$ cat src/rtl/vga_pkg.sv
// -----------------------------------------------------------------------------
// vga_pkg
// Shared definitions for the VGA timing generator:
//   - default 640x480@60 timing constants (pixel clock = 50 MHz / 2)
//   - sync polarity codes
//   - axis_total(): total length of one axis (active + porches + sync)
//   - in_window(): half-open range test used for the active and sync windows
// -----------------------------------------------------------------------------
package vga_pkg;

   localparam int DEF_CLK_DIV  = 2;
   localparam int DEF_H_ACTIVE = 640;
   localparam int DEF_H_FP     = 16;
   localparam int DEF_H_SYNC   = 96;
   localparam int DEF_H_BP     = 48;
   localparam int DEF_V_ACTIVE = 480;
   localparam int DEF_V_FP     = 10;
   localparam int DEF_V_SYNC   = 2;
   localparam int DEF_V_BP     = 33;
   localparam int DEF_COLOR_W  = 2;
   localparam int DEF_CNT_W    = 10;

   // Level that hsync/vsync take while asserted.
   typedef enum bit {
      SYNC_ACTIVE_LOW  = 1'b0,
      SYNC_ACTIVE_HIGH = 1'b1
   } sync_pol_e;

   function automatic int axis_total(input int active, input int fp,
                                     input int sync, input int bp);
      return active + fp + sync + bp;
   endfunction

   // True when lo <= v < hi.
   function automatic bit in_window(input int v, input int lo, input int hi);
      return (v >= lo) && (v < hi);
   endfunction

endpackage

$ cat src/rtl/vga_axis_counter.sv
// -----------------------------------------------------------------------------
// vga_axis_counter
// One timing axis (horizontal or vertical). Counts 0..TOTAL-1 while en is high
// and decodes the active and sync windows from the current count.
// Ports:
//   clk     in   system clock
//   rst     in   synchronous active-high reset (count -> 0)
//   en      in   advance enable
//   cnt     out  current position, CNT_W bits
//   wrap    out  high when en is high and cnt is at TOTAL-1 (count wraps next)
//   active  out  cnt in [0, ACTIVE)
//   sync    out  cnt in [ACTIVE+FP, ACTIVE+FP+SYNC)
// -----------------------------------------------------------------------------
module vga_axis_counter
   import vga_pkg::*;
#(
   parameter int TOTAL  = 800,
   parameter int ACTIVE = 640,
   parameter int FP     = 16,
   parameter int SYNC   = 96,
   parameter int CNT_W  = 10
) (
   input  logic             clk,
   input  logic             rst,
   input  logic             en,
   output logic [CNT_W-1:0] cnt,
   output logic             wrap,
   output logic             active,
   output logic             sync
);

   assign wrap   = en && (int'(cnt) == TOTAL - 1);
   assign active = in_window(int'(cnt), 0, ACTIVE);
   assign sync   = in_window(int'(cnt), ACTIVE + FP, ACTIVE + FP + SYNC);

   // NOTE: state registers use non-blocking assignments so every register
   // samples the pre-edge values, independent of block ordering.
   always_ff @(posedge clk) begin
      if (rst) begin
         cnt <= '0;
      end else if (en) begin
         cnt <= wrap ? '0 : cnt + 1'b1;
      end
   end

endmodule

$ cat src/rtl/vga_timing_gen.sv
// -----------------------------------------------------------------------------
// vga_timing_gen
// Parametrised VGA timing and pixel-output stage. A clock divider produces the
// pixel tick; horizontal/vertical axis counters give the raw timing (stage 0).
// Requests to the renderer are registered from stage 0; one pixel tick later
// the returned colour is registered onto the pins together with the syncs,
// which are delayed by the same amount (stage 1). Blanking forces colour to 0.
// Build option: define VGA_TEST_PATTERN_EN to add the test_mode input, which
// replaces renderer colour with 8 vertical colour bars.
// Ports:
//   clk, rst               system clock, synchronous active-high reset
//   test_mode              (VGA_TEST_PATTERN_EN only) select colour bars
//   pix_req                one-clk strobe per active pixel tick
//   pix_x, pix_y           coordinates of the requested pixel
//   pix_r, pix_g, pix_b    renderer colour, sampled on the tick after pix_req
//   frame_start            one-clk strobe with the (0,0) request
//   line_start             one-clk strobe with each x=0 request
//   hsync, vsync           sync outputs, active level SYNC_POL
//   r, g, b                colour to the DAC
// -----------------------------------------------------------------------------
module vga_timing_gen
   import vga_pkg::*;
#(
   parameter int CLK_DIV  = DEF_CLK_DIV,
   parameter int H_ACTIVE = DEF_H_ACTIVE,
   parameter int H_FP     = DEF_H_FP,
   parameter int H_SYNC   = DEF_H_SYNC,
   parameter int H_BP     = DEF_H_BP,
   parameter int V_ACTIVE = DEF_V_ACTIVE,
   parameter int V_FP     = DEF_V_FP,
   parameter int V_SYNC   = DEF_V_SYNC,
   parameter int V_BP     = DEF_V_BP,
   parameter bit SYNC_POL = SYNC_ACTIVE_LOW,
   parameter int COLOR_W  = DEF_COLOR_W,
   parameter int CNT_W    = DEF_CNT_W
) (
   input  logic               clk,
   input  logic               rst,
`ifdef VGA_TEST_PATTERN_EN
   input  logic               test_mode,
`endif
   output logic               pix_req,
   output logic [CNT_W-1:0]   pix_x,
   output logic [CNT_W-1:0]   pix_y,
   input  logic [COLOR_W-1:0] pix_r,
   input  logic [COLOR_W-1:0] pix_g,
   input  logic [COLOR_W-1:0] pix_b,
   output logic               frame_start,
   output logic               line_start,
   output logic               hsync,
   output logic               vsync,
   output logic [COLOR_W-1:0] r,
   output logic [COLOR_W-1:0] g,
   output logic [COLOR_W-1:0] b
);

   localparam int H_TOTAL = axis_total(H_ACTIVE, H_FP, H_SYNC, H_BP);
   localparam int V_TOTAL = axis_total(V_ACTIVE, V_FP, V_SYNC, V_BP);
   localparam int DIV_W   = (CLK_DIV > 1) ? $clog2(CLK_DIV) : 1;
   localparam logic [DIV_W-1:0] DIV_LAST = DIV_W'(CLK_DIV - 1);

   // Pixel tick divider; with CLK_DIV=1 div stays 0 and tick is always high.
   logic [DIV_W-1:0] div;
   logic             tick;

   assign tick = (div == DIV_LAST);

   always_ff @(posedge clk) begin
      if (rst || tick) begin
         div <= '0;
      end else begin
         div <= div + 1'b1;
      end
   end

   // Stage 0: raw timing counters.
   logic [CNT_W-1:0] h_cnt, v_cnt;
   logic             h_wrap, v_wrap, h_active, v_active, h_sync, v_sync;

   vga_axis_counter #(
      .TOTAL (H_TOTAL), .ACTIVE(H_ACTIVE), .FP(H_FP), .SYNC(H_SYNC), .CNT_W(CNT_W)
   ) h_axis (
      .clk(clk), .rst(rst), .en(tick),
      .cnt(h_cnt), .wrap(h_wrap), .active(h_active), .sync(h_sync)
   );

   vga_axis_counter #(
      .TOTAL (V_TOTAL), .ACTIVE(V_ACTIVE), .FP(V_FP), .SYNC(V_SYNC), .CNT_W(CNT_W)
   ) v_axis (
      .clk(clk), .rst(rst), .en(h_wrap),
      .cnt(v_cnt), .wrap(v_wrap), .active(v_active), .sync(v_sync)
   );

   // The vertical wrap has no consumer; frame_start is decoded from (0,0).
   logic unused_v_wrap;
   assign unused_v_wrap = v_wrap;

   // Request registers plus the stage-0 flags that travel with the request
   // so stage 1 sees blanking/sync for the same pixel it is colouring.
   logic active_d, hsync_d, vsync_d;

   always_ff @(posedge clk) begin
      if (rst) begin
         pix_req     <= 1'b0;
         frame_start <= 1'b0;
         line_start  <= 1'b0;
         pix_x       <= '0;
         pix_y       <= '0;
         active_d    <= 1'b0;
         hsync_d     <= 1'b0;
         vsync_d     <= 1'b0;
      end else begin
         pix_req     <= tick && h_active && v_active;
         line_start  <= tick && h_active && v_active && (h_cnt == '0);
         frame_start <= tick && (h_cnt == '0) && (v_cnt == '0);
         if (tick) begin
            active_d <= h_active && v_active;
            hsync_d  <= h_sync;
            vsync_d  <= v_sync;
            if (h_active && v_active) begin
               pix_x <= h_cnt;
               pix_y <= v_cnt;
            end
         end
      end
   end

   // Colour source for stage 1.
   logic [COLOR_W-1:0] src_r, src_g, src_b;

`ifdef VGA_TEST_PATTERN_EN
   // pix_x still holds the coordinate of the pixel being coloured here.
   logic [2:0] bar_idx;
   assign bar_idx = 3'((int'(pix_x) * 8) / H_ACTIVE);

   // NOTE: every output gets a default first so no path leaves a latch.
   always_comb begin
      src_r = pix_r;
      src_g = pix_g;
      src_b = pix_b;
      if (test_mode) begin
         src_r = {COLOR_W{bar_idx[0]}};
         src_g = {COLOR_W{bar_idx[1]}};
         src_b = {COLOR_W{bar_idx[2]}};
      end
   end
`else
   assign src_r = pix_r;
   assign src_g = pix_g;
   assign src_b = pix_b;
`endif

   // Stage 1: pins. Syncs and colour update on the same tick so their
   // relation is the one defined by the raw counters.
   always_ff @(posedge clk) begin
      if (rst) begin
         hsync <= ~SYNC_POL;
         vsync <= ~SYNC_POL;
         r     <= '0;
         g     <= '0;
         b     <= '0;
      end else if (tick) begin
         hsync <= hsync_d ? SYNC_POL : ~SYNC_POL;
         vsync <= vsync_d ? SYNC_POL : ~SYNC_POL;
         r     <= active_d ? src_r : '0;
         g     <= active_d ? src_g : '0;
         b     <= active_d ? src_b : '0;
      end
   end

endmodule

$ cat config.mk
export PLATFORM = sky130hd
export DESIGN_NAME = vga_timing_gen
export DESIGN_NICKNAME = d
export VERILOG_FILES = /design/src/rtl/vga_pkg.sv /design/src/rtl/vga_axis_counter.sv /design/src/rtl/vga_timing_gen.sv
export SDC_FILE = /design/constraint.sdc
export NUM_CORES = 1
export LEC_CHECK = 0
export ABC_AREA = 1
export CORE_AREA = 2 2 80 82
export DETAILED_ROUTE_END_ITERATION = 7
export DIE_AREA = 0 0 82 84
export DONT_BUFFER_PORTS = 1
export GPL_TIMING_DRIVEN = 1
export MAX_ROUTING_LAYER = met4
export SYNTH_ARGS = -nofsm -noshare
export SYNTH_HDL_FRONTEND = slang
export SYNTH_SLANG_ARGS = --single-unit
$ cat constraint.sdc
create_clock -name clk -period 1.6 [get_ports clk]
set_clock_uncertainty 0.15 [all_clocks]
set_input_delay 0.32 -clock clk [delete_from_list [all_inputs] [get_ports clk]]
set_output_delay 0.32 -clock clk [all_outputs]
set_load 0.05 [all_outputs]
==> impl_results.md <==
* Initial Util at 42.2%
* Vias per cell at 5.14
* Final Hold Vio Count at 0
* Pwr Density at 923 nW/um^2
* Worst R2R Start: h_axis.cnt[0]
* Final Max Slew Viols at 0
* Clock network power share at 34.2%
* Worst vdd ir at 0.000652 V
* Sink of the worst hold path: b[1]
* Initial DRT Pass Iterations at 5
* Largest net degree at the start of global routing at 30
* Setup TNS at 0 ps
* Vias in the first global route at 1978
* Min cycle time layout at 1500 ps
* Antenna Violating Nets Remaining at 0
* Crit-path cells: buf_4 > inv_1 > ha_1 > nand4_1 > or2_2 > nor3_1
* Full die area at 6890 um^2
* P_sw at 0.696 mW
* Crit path max fanout at 3
* Main synth FF type: dfxtp_1
* Flop pwr share at 56.6%
* Share of layout cells above drive strength 1 at 23.1%
* Synthesized flop and latch total at 55
* WHS Path Cells at 1
* Synth Net Count at 330
* Combinational power share at 9.2%
* Vias at 2114
* Area delta synth->final at 12.6%
* Final-stage net count at 346
* Max clock buf depth at 2
* Routability congestion estimate at 0.905
* Final setup violation count at 0
* Register area at 1110 um^2
* RSZ-0062 raised after global routing: no
* Die Ht at 84 um
* DP Wirelength at 4190 um
* Core Util, Final at 47.5%
* CTS tree: done
* CP delay by family, top: simple AND/OR/NAND/NOR gates
* Diodes inserted at 0
* Status: finished, final reports clean
* Netlist cell types at 34
* Multi-input gate area at 1230 um^2
* Input/output buffers at 0
* Clk pin slew, worst setup/hold paths at 100 ps
* Die Width at 82 um
* Int Pwr at 1.98 mW
* Num CTS Buffers at 5
* Number of flops mapped to enable cells by yosys at 0
* Sink Count at 55
* Routed WL at 5920 um
* Final period utilization at 93.7%
* Clock latency on the worst-skew pair at 310 ps
* Initial antenna violation count at 0
* Yosys warnings at 0
* Synth Area per Inst at 8.09 um^2
* Crit path kind: flop to flop
* Post-synthesis sequential area ratio at 42.8%
* Sw Ratio at 26.0%
* Max-Cap Viols at 0
* Critical path launch point type: flop
* Core ar. at 6100 um^2
* Slew HR at 64.9%
* Final Power at 2.67 mW
* Worst Path Arrival at 1590 ps
* Top Ports at 39
* All-Layer GR Usage at 18.5%
* CP peak stage delay at 350 ps
* Async SR Flop Fraction at 0%
* Pre-CTS setup slack at 32.6 ps
* Cells after Synth at 318
* Critical hold path startpoint: pix_b[1]
* DR WL/cell at 14.4 um
* Starting DRT DRC Count at 113
* Reg2Reg Setup Slack at 100 ps
* First-pass GRT wire length at 9670 um
* Drc violations at 0
* Worst-Margin Slew at 526 ps
* Fillcell total at 610
* Critical Path End Type: flop
* R2r worst-path depth at 6
* CP bufs+invs at 2
* Hold Path Class: input port to flop
* Worst reg2reg endpoint: line_start
* CP max-delay cell: dfxtp_2
* Max frequency at 667 MHz
* CP required at 1690 ps
* Maximum level of the CTS H-tree at 2
* Global route total overflow at 0
* Post-Synthesis Cell Area at 2570 um^2
* Row count at 29
* CTS Root Cell: clkbuf_8
* Leakage power at 1.08 nW
* Worst setup margin at 101 ps
## sequential cells by signal, summed over array words and instances (netlist names), 2 cells and up
signal	flops
b	2
g	2
h_axis.cnt	10
pix_x	10
pix_y	10
r	2
v_axis.cnt	10
## cell usage in the layout (no fill, tap or decap), drive strengths merged
cell         synthesis  final
nand3b               2      2
nor4                 1      1
o21ai                8      8
nand4               12     12
and3                 1      1
nor2                41     41
inv                 32     32
nand2               63     63
xor2                 2      2
clkinvlp             0      1
buf                 14     25
a21oi               30     30
clkbuf               3      5
dfxtp               55     55
or2                  1      1
ha                   4      4
o21bai               4      4
dlygate4sd3          0      1
bufinv               0      1
a211oi               1      1
nor3                 5      5
a32o                 6      6
nand3               33     33
## timing repair
item | 4_1_cts | 5_1_grt
resized for setup | 0 | 12
hold buffers | 1 | 1
hold endpoints to repair | 29 | 1
setup buffers | 0 | 4
endpoints found under the setup margin | 0 | 35
## metrics by stage
stage	instance area, um^2	hold WS, ps	instances
after global placement	2700	242	398
final	2890	19.7	411
after CTS	2820	17.4	406
after floorplan	2570	256	318
after detailed placement	2700	245	398
after global routing	2890	8.06	411
## Yosys cell counts, types with 5 or more instances
master,n,area [um^2]
inv_1,30,113
nand2_2,5,31.3
buf_2,5,25.0
dfxtp_1,55,1100
nand4_1,12,75.1
nor2_4,5,56.3
buf_6,6,67.6
nand2_1,54,203
a21oi_1,30,150
nand3_2,10,100
a32o_1,6,60.1
nand3_1,23,115
nor2_1,32,120
nor3_1,5,25.0
## final cells by class
type                    instances  area share (%)
flip-flops and latches         55            38.3
clock inverters                 2            1.30
repair buffers                 26            8.13
well taps                      77            3.33
inverters                      32            4.15
multi-input cells             214            42.4
clock buffers                   5            2.38
## layer usage
metal,routed length (um),vias to the layer above,track usage (%)
met5,0,-,-
li1,-,1081,-
met2,2960,58,29.3
met1,2630,971,24.0
met3,287,4,4.76
met4,38,0,3.03
## logic make-up after synthesis
group / after synthesis / synth area share (%)
adders and majority gates: 4 / 1.95
xor gates and xnor gates: 2 / 0.681
AOI/OAI and AO/OA: 49 / 11.9
buffers and inverters: 49 / 10.4
and+or+nand+nor: 159 / 32.3
DFF: 55 / 42.8
## how the worst max path moves through the flow
| stage | start | end | cells past startpoint |
|---|---|---|---|
| 2_1_floorplan | h_axis.cnt[0] | v_axis.cnt[0] | 8 |
| 3_3_place_gp | div | vsync | 4 |
| 3_5_place_dp | h_axis.cnt[7] | h_axis.cnt[9] | 6 |
| 4_1_cts | h_axis.cnt[7] | h_axis.cnt[9] | 6 |
| 5_1_grt | rst | h_axis.cnt[1] | 4 |
| 6_report | h_axis.cnt[0] | line_start | 6 |
## power groups by stage
stage	Sequential, mW	Combinational, mW	Clock [mW]
floorplan	1.53	0.171	0
global placement	1.53	0.218	0
detailed placement	1.53	0.223	0
CTS	1.50	0.241	0.933
global route	1.52	0.275	0.980
finish	1.51	0.245	0.914
No activity file was read; power rests on OpenSTA's default activity.
